$ cat config.mk
export PLATFORM = sky130hd
export DESIGN_NAME = pipeline_ctrl
export DESIGN_NICKNAME = d
export VERILOG_FILES = /design/src/rtl/pipeline_ctrl_pkg.sv /design/src/rtl/pipeline_ctrl_mc_timer.sv /design/src/rtl/pipeline_ctrl.sv
export SDC_FILE = /design/constraint.sdc
export NUM_CORES = 1
export LEC_CHECK = 0
export ABC_AREA = 1
export CELL_PAD_IN_SITES_DETAIL_PLACEMENT = 2
export CELL_PAD_IN_SITES_GLOBAL_PLACEMENT = 2
export CORE_ASPECT_RATIO = 1.75
export CORE_UTILIZATION = 28
export CTS_CLUSTER_DIAMETER = 150
export CTS_CLUSTER_SIZE = 28
export DETAILED_ROUTE_END_ITERATION = 16
export GPL_TIMING_DRIVEN = 0
export MAX_ROUTING_LAYER = met4
export PLACE_DENSITY_LB_ADDON = 0.08
export SETUP_SLACK_MARGIN = 0.15
export SYNTH_ARGS = -nofsm -noshare
export SYNTH_HDL_FRONTEND = slang
export SYNTH_SLANG_ARGS = --single-unit
$ cat constraint.sdc
create_clock -name clk -period 2 [get_ports clk]
set_clock_uncertainty 0.05 [all_clocks]
set_input_delay 0.4 -clock clk [delete_from_list [all_inputs] [get_ports clk]]
set_output_delay 0.4 -clock clk [all_outputs]
set_load 0.02 [all_outputs]
$ cat src/rtl/pipeline_ctrl_pkg.sv
// Shared definitions for the pipeline stall sequencer: stall encodings,
// multi-cycle FSM state codes and the Stop/NoStop and delay-slot constants.
package pipeline_ctrl_pkg;

  // Stall vector bit order: 0 pc, 1 if, 2 id, 3 ex, 4 mem, 5 wb.
  localparam logic [5:0] STALL_NONE = 6'b000000;
  localparam logic [5:0] STALL_ID   = 6'b000111;
  localparam logic [5:0] STALL_EX   = 6'b001111;

  localparam logic STOP              = 1'b1;
  localparam logic NO_STOP           = 1'b0;
  localparam logic IN_DELAY_SLOT     = 1'b1;
  localparam logic NOT_IN_DELAY_SLOT = 1'b0;

  typedef enum logic [1:0] {
    MC_IDLE = 2'd0,
    MC_RUN  = 2'd1,
    MC_DONE = 2'd2
  } mc_state_e;

endpackage

$ cat src/rtl/pipeline_ctrl_mc_timer.sv
// Loadable down-counter with clear, load, enable and zero flag; timing source
// for multi-cycle ex operations (also usable by a future hilo/div unit).
module pipeline_ctrl_mc_timer #(
  parameter int CNT_W = 6
) (
  input  logic             clk,
  input  logic             rst,
  input  logic             clear_i,
  input  logic             load_i,
  input  logic [CNT_W-1:0] load_val_i,
  input  logic             en_i,
  output logic [CNT_W-1:0] cnt_o,
  output logic             zero_o
);

  logic [CNT_W-1:0] cnt_q;
  logic [CNT_W-1:0] cnt_d;

  // Clear beats load beats decrement; the count never wraps below zero.
  always_comb begin
    cnt_d = cnt_q;
    if (clear_i) begin
      cnt_d = '0;
    end else if (load_i) begin
      cnt_d = load_val_i;
    end else if (en_i && (cnt_q != '0)) begin
      cnt_d = cnt_q - CNT_W'(1);
    end
  end

  always_ff @(posedge clk) begin
    if (rst) begin
      cnt_q <= '0;
    end else begin
      cnt_q <= cnt_d;
    end
  end

  assign cnt_o  = cnt_q;
  assign zero_o = (cnt_q == '0);

endmodule

$ cat src/rtl/pipeline_ctrl.sv
// Central stall sequencer: merges id hazards with multi-cycle ex operations,
// drives the per-stage stall vector, delay-slot flag and stall-cycle counter.
module pipeline_ctrl
  import pipeline_ctrl_pkg::*;
#(
  parameter int MULT_CYCLES = 4,
  parameter int DIV_CYCLES  = 34,
  parameter int CNT_W       = 6,
  parameter int PERF_W      = 32
) (
  input  logic              clk,
  input  logic              rst,
  input  logic              stallreq_from_id,
  input  logic              mc_start,
  input  logic              mc_is_div,
  input  logic              mc_cancel,
  input  logic              branch_flag_i,
  output logic [5:0]        stall,
  output logic              mc_busy,
  output logic              mc_done,
  output logic              next_inst_in_delayslot_o,
  output logic [PERF_W-1:0] stall_cycles_o,
  output mc_state_e         dbg_state_o
);

  localparam logic [CNT_W-1:0]  MULT_LOAD = CNT_W'(MULT_CYCLES - 2);
  localparam logic [CNT_W-1:0]  DIV_LOAD  = CNT_W'(DIV_CYCLES - 2);
  localparam logic [PERF_W-1:0] PERF_MAX  = '1;

  mc_state_e         state_q, state_d;
  logic              mc_busy_q, mc_done_q;
  logic              ds_q;
  logic [PERF_W-1:0] stall_cycles_q;
  logic              tmr_load, tmr_en, tmr_clear, tmr_zero;
  logic [CNT_W-1:0]  tmr_load_val, tmr_cnt;
  logic              ex_stall;

  assign tmr_load_val = mc_is_div ? DIV_LOAD : MULT_LOAD;

  pipeline_ctrl_mc_timer #(.CNT_W(CNT_W)) u_mc_timer (
    .clk        (clk),
    .rst        (rst),
    .clear_i    (tmr_clear),
    .load_i     (tmr_load),
    .load_val_i (tmr_load_val),
    .en_i       (tmr_en),
    .cnt_o      (tmr_cnt),
    .zero_o     (tmr_zero)
  );

  // MC_RUN lasts load-value cycles; a zero load (2-cycle op) skips it entirely.
  always_comb begin
    state_d   = state_q;
    tmr_load  = 1'b0;
    tmr_en    = 1'b0;
    tmr_clear = 1'b0;
    if (mc_cancel) begin
      state_d   = MC_IDLE;
      tmr_clear = 1'b1;
    end else begin
      case (state_q)
        MC_IDLE: begin
          if (mc_start) begin
            tmr_load = 1'b1;
            state_d  = (tmr_load_val == '0) ? MC_DONE : MC_RUN;
          end
        end
        MC_RUN: begin
          tmr_en = 1'b1;
          if (tmr_zero || (tmr_cnt == CNT_W'(1))) begin
            state_d = MC_DONE;
          end
        end
        MC_DONE: state_d = MC_IDLE;
        default: state_d = MC_IDLE;
      endcase
    end
  end

  always_ff @(posedge clk) begin
    if (rst) begin
      state_q   <= MC_IDLE;
      mc_busy_q <= 1'b0;
      mc_done_q <= 1'b0;
    end else begin
      state_q   <= state_d;
      mc_busy_q <= (state_d == MC_RUN);
      mc_done_q <= (state_d == MC_DONE);
    end
  end

  assign ex_stall = ((state_q == MC_IDLE) && mc_start && !mc_cancel) ||
                    ((state_q == MC_RUN) && !mc_cancel);

  always_comb begin
    stall = STALL_NONE;
    if (!rst) begin
      if (ex_stall) begin
        stall = STALL_EX;
      end else if (stallreq_from_id) begin
        stall = STALL_ID;
      end
    end
  end

  // A stalled id keeps its instruction, so the flag must not advance with it.
  always_ff @(posedge clk) begin
    if (rst || mc_cancel) begin
      ds_q <= NOT_IN_DELAY_SLOT;
    end else if (stall[2] == NO_STOP) begin
      ds_q <= branch_flag_i;
    end
  end

  always_ff @(posedge clk) begin
    if (rst) begin
      stall_cycles_q <= '0;
    end else if ((stall != STALL_NONE) && (stall_cycles_q != PERF_MAX)) begin
      stall_cycles_q <= stall_cycles_q + PERF_W'(1);
    end
  end

  assign mc_busy                  = mc_busy_q;
  assign mc_done                  = mc_done_q;
  assign next_inst_in_delayslot_o = ds_q;
  assign stall_cycles_o           = stall_cycles_q;
  assign dbg_state_o              = state_q;

endmodule

==> impl_summary.log, run 1 <==
INFO  metric hold_path_class = flop to flop
INFO  metric globalplace.congestion = between 0.8 and 0.9
INFO  metric groute.usage.overall = 0.230
INFO  metric worstPathBufferInverterCount = 3
INFO  metric dp.final_hpwl = 8.12 mm
INFO  metric share_of_the_yosys_chip_area_belonging_to_registers = 0.326
INFO  metric met1Wirelength = around 3.4 mm
INFO  metric hold_path_depth = 2
INFO  metric layout-drive-gt1-share = 0.190
INFO  metric final_common_cell = nand2_1
INFO  metric switchingPower = 0.519 mW
INFO  metric final.min_clock_period = about 1.8 ns
INFO  metric finalNetCount = ~500
INFO  metric remaining_max_slew_budget_at_the_tightest_pin = 0.560
INFO  metric maxCapViolCount = 0
INFO  metric vias_per_cell = approximately 4.8
INFO  metric h_tree_lvl_count = 2
INFO  metric worstPathRequired = around 1.6 ns
INFO  metric antenna_cells = 0
INFO  metric synth.distinct_cells = 31
INFO  metric yosys_warnings = 0
INFO  metric top_metal_used = met4
INFO  metric cp_top_family = buffers and inverters
INFO  metric top_cells_by_area_synth = dfxtp_1 33%, nand2_1 21%, nor2_1 10%
INFO  metric ys_seq_elements = 43
INFO  metric report.final.setup_viol = 0
INFO  metric crit_start = dbg_state_o[1]
INFO  metric r2r-end = stall_cycles_o[26]
INFO  metric layout.cells.most_common_list = 146 x nand2_1, 64 x nor2_1, 39 x inv_1, 32 x clkdlybuf4s50_1, 21 x dfxtp_2
INFO  metric critPathMaxStageDelay = ~0.33 ns
INFO  metric report.final.hold_viol_count = 0
INFO  metric unrepaired_setup_endpoints_after_global_routing = yes
INFO  metric cts_max_path_buffers = 2
INFO  metric critical_path.max_fanout = 5
INFO  metric ff2ff_setup_slack = 0.22 ns
INFO  metric timing.critical_path.from_type = flop
INFO  metric final_util = 0.402
INFO  metric ir_worst_vdd = about 0.32 mV
INFO  metric port_buffer_count = 47
INFO  metric clk_transition_reported_paths = roughly 0.06 ns
INFO  metric cts-root-buf = clkbuf_16
INFO  metric grt_pass1_wl = 15.9 mm
INFO  metric met2_wirelength = roughly 6.6 mm
INFO  metric io_pins = 50
INFO  metric wl_per_cell = between 15 and 20 um
INFO  metric dieHeight = about 130 um
INFO  metric crit_path_end_kind = output pin
INFO  metric ant_nets = 0
INFO  metric outcome = completed
INFO  metric die_area = 9850 um^2
INFO  metric seq_power_share = 0.435
INFO  metric layout_worst_path_cycle_share = 0.908
INFO  metric timing_max_transition_violations_final = 0
INFO  metric timing.hold.worst_endpoint = next_inst_in_delayslot_o
INFO  metric wl_met3 = approximately 190 um
INFO  metric worst-r2r-cell-count = 11
INFO  metric clock_latency_reported_for_the_late_side_of_the_worst_skew_pair = a little under 0.3 ns
INFO  metric reg2reg_from = stall_cycles_o[1]
INFO  metric clock_tree_from_tritoncts = done
INFO  metric cell_internal_pwr = roughly 1.5 mW
INFO  metric via_count_of_the_first_global_routing_pass = about 3.2k
INFO  metric final.setup.tns = 0 ns
INFO  metric dr.first_iter.drc_count = 67
INFO  metric detail_route.first_pass.iterations = 4
INFO  metric synth_area_leader_cell = dfxtp_1
INFO  metric cellPowerDensity = between 500 and 600 nW/um^2
INFO  metric cp_slowest_cell = dfxtp_2
INFO  metric cts_inserted_buffers = 5
INFO  metric core_area = around 9100 um^2
INFO  metric grt_start_max_net_pins = 13
INFO  metric syn_avg_cell_area = ~6.3 um^2
INFO  metric drc_errors = 0
INFO  metric synthesis.instances = 417
INFO  metric leakagePower = between 1 and 1.5 nW
INFO  metric worst_ep_arrival_time = roughly 1.4 ns
INFO  metric final_hold_slack = 0.400 ns
INFO  metric switching_share = 0.256
INFO  metric synth_top_cell_area_share = 0.326
INFO  metric fp.dieW = ~75 um
INFO  metric worst_max_slew_pin_slew = 0.660 ns
INFO  metric power.combinational.fraction = 0.122
INFO  metric via_count = around 3k
INFO  metric timing.setup.critical_path_class = flop to output pin
INFO  metric syn_to_final_growth = 38.4%
INFO  metric clock_sinks = 43
INFO  metric netlist_area_before_placement = 2640 um^2
INFO  metric route.final.wire_length = between 10 and 15 mm
INFO  metric fmax = approximately 0.55 GHz
INFO  metric antenna_found_initial = 0
INFO  metric grt.overflow.total = 0
INFO  metric hold_start = next_inst_in_delayslot_o
INFO  metric p_clk_frac = 0.443
INFO  metric starting_density_of_the_core = 0.291
INFO  metric number_of_rows_in_the_core_area = 46
INFO  metric cp_cell_sequence = nor2_4, o21ai_4, o21ai_4, buf_6, buf_4, buf_6
INFO  metric design_power_total = 2.03 mW
-- registers in the layout, summed over array words and instances (netlist names) --
name	count
mc_busy	1
dbg_state_o	2
u_mc_timer.cnt_o	6
stall_cycles_o	32
mc_done	1
next_inst_in_delayslot_o	1
-- cell type report --
class	count	area (um^2)
buffer	13	119
clock buffer	8	156
fill	1183	5440
inverter	41	159
multi-input combinational	321	1600
sequential	43	895
tap	120	150
timing repair buffer	63	578
-- worst reg2reg max path, stage by stage (launching register included) --
cell and delay (ns):
dfxtp_4 0.38, ha_4 0.15, nand2_2 0.06, nor2_4 0.21, nand2_4 0.11, nor2_8 0.11, nand2_4 0.09, nand2_8 0.11
buf_2 0.20, nor2_1 0.07, nor2_1 0.09, nor2_1 0.05
-- power groups by stage --
stage               logic (mW)  registers (mW)  clock network, mW
detailed placement       0.210           0.899                  0
floorplan                0.114           0.909                  0
global route             0.267           0.884              0.954
finish                   0.247           0.883              0.898
global placement         0.207           0.898                  0
CTS                      0.236           0.884              0.919
-- what timing repair did --
item,CTS,global route
endpoints found under the setup margin,48,42
pin swaps,4,4
resized for setup,48,34
setup buffers,10,6
hold buffers,0,0
-- Yosys cell counts --
master	n
nand2_1	147
nor2_1	72
dfxtp_1	43
inv_1	39
nand3_1	21
a21oi_1	18
xor2_1	12
nand4_1	9
a21oi_2	7
o21ai_0	6
buf_6	5
nor3_1	5
buf_4	4
ha_1	4
xnor2_1	4
clkbuf_1	3
a21boi_0	2
nand2_2	2
nand2_4	2
buf_2	1
clkinv_1	1
conb_1	1
inv_2	1
nand2_8	1
nor2_2	1
nor2_4	1
nor2_8	1
nor3b_1	1
o21ai_1	1
o21ai_4	1
or2_2	1
-- worst max-delay path by stage --
stage / to / depth (start not counted) / slack (ns)
floorplan: stall_cycles_o[31] / 11 / 0.16
global placement: stall[2] / 6 / -0.99
detailed placement: stall[1] / 6 / -1.02
CTS: stall[1] / 6 / 0.11
global route: stall_cycles_o[17] / 7 / 0.12
finish: stall[1] / 6 / 0.18
-- metal layers --
metal	global-route usage	vias up
li1	-	1433
met3	0.0276	15
met1	0.194	1439
met2	0.485	38
met5	-	-
met4	0.0708	0
-- metrics by stage --
step / worst slack (ns) / instances / cell area [um^2]
2_1_floorplan: 0.160 / 418 / 2650
3_3_place_gp: -0.991 / 585 / 3270
3_5_place_dp: -1.02 / 585 / 3270
4_1_cts: 0.112 / 603 / 3560
5_1_grt: 0.117 / 609 / 3660
6_report: 0.183 / 609 / 3660
-- cells by family after synthesis --
logic type / synth area share
compound gates: 0.0823
xor+xnor: 0.0530
fa+ha+maj: 0.0189
buf+inv: 0.0970
flops: 0.326
other cells: 0.00142
simple gates: 0.422
(Power assumes the default switching activity.)
==> inputs of run 2 (changes only) <==
ABC_CLOCK_PERIOD_IN_PS = 2000   (was unset)
CAP_MARGIN = 25   (was unset)
==> results of run 2 <==
Same layout as run 1: the final DEF is identical, and so are final timing and power.
==> inputs of run 3 (changes only) <==
SETUP_SLACK_MARGIN = 0.5   (was 0.15)
==> run 3 against run 2 <==
Register-to-register slack worse by 0.04 ns. Wire length grew 21%. Design area grew 22%. Non-clock buffer count is 25 higher. Via count rose by 7.2%. Clock-buffer cell count down 3. Cell count rose by 4.1%. Global-route usage up 4.0 points. Clock power rose by 6.9%.
==> impl_summary.log, run 3 (synthesis results as in run 1) <==
INFO  metric clock_latency_reported_for_the_late_side_of_the_worst_skew_pair = 0.29 ns (about the same)
INFO  metric antenna_cells = 0 (unchanged)
INFO  metric final_critical_path_setup_slack = 0.180 ns (-0.00281 ns)
INFO  metric finalNetCount = 524 (+5.0%)
INFO  metric cellPowerDensity = 504 nW/um^2 (-9.0%)
INFO  metric dp.final_hpwl = 7.89 mm (-2.8%)
INFO  metric ir_worst_vdd = 0.369 mV (+17%)
INFO  metric via_count_of_the_first_global_routing_pass = 3565 (+13%)
INFO  metric timing.critical_path.from_type = flop
INFO  metric antenna_found_initial = 0 (unchanged)
INFO  metric syn_to_final_growth = 68.3%
INFO  metric layout.cells.most_common_list = 105 x nand2_1, 50 x nor2_1, 37 x inv_1, 28 x nand2_2, 24 x dfxtp_2
INFO  metric groute.usage.overall = 0.270 (+0.0401)
INFO  metric timing.setup.critical_path_class = flop to flop
INFO  metric io_pins = 50 (unchanged)
INFO  metric port_buffer_count = 47 (unchanged)
INFO  metric p_clk_frac = 0.428 (-0.015)
INFO  metric grt_start_max_net_pins = 14 (+1)
INFO  metric drc_errors = 0 (unchanged)
INFO  metric detail_route.first_pass.iterations = 4 (unchanged)
INFO  metric fillCellCount = 1072 (-9.4%)
INFO  metric timing_max_transition_violations_final = 0 (unchanged)
INFO  metric global_route.usage.met3 = 0.0253 (-0.00230)
INFO  metric grt_most_used_layer = met2
INFO  metric clock_sinks = 43 (unchanged)
INFO  metric worst_max_slew_pin_slew = 0.802 ns (+0.142 ns)
INFO  metric seq_power_share = 0.388 (-0.047)
INFO  metric cts-root-buf = clkbuf_16
INFO  metric final_common_cell = nand2_1
INFO  metric power.combinational.fraction = 0.184 (+0.062)
INFO  metric outcome = completed
INFO  metric crit_path_end_kind = flop
INFO  metric clk_transition_reported_paths = 0.07 ns (about the same)
INFO  metric gr-usage-met1 = 0.233 (+0.0389)
INFO  metric ant_nets = 0 (unchanged)
INFO  metric fmax = 0.550 GHz (-0.15%)
INFO  metric cp_cell_sequence = ha_4, nand2_4, nor2_4, nand2_4, nor2_8, nand2_4, nand2_8, buf_12, buf_12, buf_8, nand2_1, a21oi_2
INFO  metric report.final.setup_viol = 0 (unchanged)
INFO  metric globalplace.congestion = 0.843 (+2.8%)
INFO  metric starting_density_of_the_core = 0.291 (unchanged)
INFO  metric maxCapViolCount = 0 (unchanged)
INFO  metric fp.dieW = 75.5 um (unchanged)
INFO  metric cell_internal_pwr = 1.65 mW (+9.3%)
INFO  metric dieHeight = 131 um (unchanged)
INFO  metric cts_inserted_buffers = 5 (unchanged)
INFO  metric switching_share = 0.266 (+0.00936)
INFO  metric cts_hold_repair.buffers = 0 (unchanged)
INFO  metric critPathMostFrequentCell = nand2_4
INFO  metric final_hold_slack = 0.417 ns (+0.0171 ns)
INFO  metric core_area = 9090 um^2 (unchanged)
INFO  metric route.final.wire_length = 12.5 mm (+21%)
INFO  metric wl_per_cell = 19.8 um (+16%)
INFO  metric hold_start = next_inst_in_delayslot_o
INFO  metric dr.first_iter.drc_count = 70 (+4.5%)
INFO  metric grt_pass1_wl = 18.6 mm (+16%)
INFO  metric switchingPower = 0.596 mW (+15%)
INFO  metric grt.overflow.total = 0 (unchanged)
INFO  metric max_reg_flops = 32 (unchanged)
INFO  metric via_count = 3135 (+7.2%)
INFO  metric minimum_setup_slack_after_placement = -0.843 ns (+0.175 ns)
INFO  metric layout-drive-gt1-share = 0.420 (+0.230)
INFO  metric worstPathRequired = 2.17 ns (+0.62 ns)
INFO  metric h_tree_lvl_count = 2 (unchanged)
INFO  metric crit_start = stall_cycles_o[1]
INFO  metric final.min_clock_period = 1.82 ns (+0.00280 ns)
INFO  metric remaining_max_slew_budget_at_the_tightest_pin = 0.465 (-0.0945)
INFO  metric leakagePower = 1.92 nW (+31%)
INFO  metric critPathMaxStageDelay = 0.37 ns (+0.04 ns)
INFO  metric vias_per_cell = 4.94 (+3.0%)
INFO  metric unrepaired_setup_endpoints_after_global_routing = yes
INFO  metric critical_path.max_fanout = 5 (unchanged)
INFO  metric reg2reg_from = stall_cycles_o[1]
INFO  metric cts_max_path_buffers = 2 (unchanged)
INFO  metric cp_slowest_cell = dfxtp_4
INFO  metric worst_ep_arrival_time = 1.99 ns (+0.62 ns)
INFO  metric report.final.hold_viol_count = 0 (unchanged)
INFO  metric clock_tree_from_tritoncts = done
INFO  metric die_area = 9850 um^2 (unchanged)
INFO  metric global_route.usage.met2 = 0.555 (+0.0699)
INFO  metric layout_worst_path_cycle_share = 0.910 (+0.00140)
INFO  metric number_of_rows_in_the_core_area = 46 (unchanged)
INFO  metric hold_path_class = flop to flop
run 3: stage by stage:
step	setup TNS (ns)	utilization	cells	instance area (um^2)	total power [mW]
global route	0	0.489	634	4450	2.32
CTS	0	0.457	627	4160	2.22
finish	0	0.489	634	4450	2.24
detailed placement	-9.84	0.368	585	3350	1.13
global placement	-8.79	0.368	585	3350	1.12
floorplan	0	-	418	2730	1.04
run 3: path summary, 6_finish.rpt:
| check | to | slack, ns | cells after the start |
|---|---|---|---|
| min reg2reg | next_inst_in_delayslot_o | 0.42 | 2 |
| min | next_inst_in_delayslot_o | 0.42 | 2 |
| max reg2reg | stall_cycles_o[15] | 0.18 | 12 |
| max | stall_cycles_o[15] | 0.18 | 12 |
run 3: layout make-up:
type	count	area, um^2	share of cell area
buffer	13	146	0.0329
clock buffer	5	125	0.0281
clock inverter	3	38.8	0.00872
inverter	41	166	0.0374
multi-input combinational	321	1980	0.445
sequential	43	928	0.209
tap	120	150	0.0337
timing repair buffer	88	916	0.206
run 3: worst max-delay path, delay by kind of cell (launching register included):
kind / cells / cell delay [ns]
flip-flops: 1 / 0.37
AND/OR/NAND/NOR: 7 / 0.73
adder cells (fa/ha/maj): 1 / 0.15
buffers and inverters: 3 / 0.31
AO/OA/AOI/OAI: 1 / 0.13
run 3: routing by layer:
layer | routed length, um | vias up | part of all wire
li1 | - | 1486 | -
met3 | 215 | 34 | 0.017
met5 | 0 | - | 0
met4 | 631 | 0 | 0.050
met2 | 7470 | 63 | 0.60
met1 | 4220 | 1552 | 0.34
run 3: what timing repair did:
| action | in CTS | in global routing |
|---|---|---|
| buffers inserted | 29 | 7 |
| cloned | 5 | 0 |
| pin swaps | 31 | 25 |
| gates resized for setup | 175 | 84 |
| setup endpoints to repair | 82 | 60 |
run 3: power by group through the flow:
stage	Sequential (mW)	Clock (mW)	Combinational [mW]
after floorplan	0.913	0	0.125
after global placement	0.903	0	0.219
after detailed placement	0.903	0	0.225
after CTS	0.872	0.982	0.361
after global routing	0.872	1.01	0.438
final	0.870	0.960	0.414
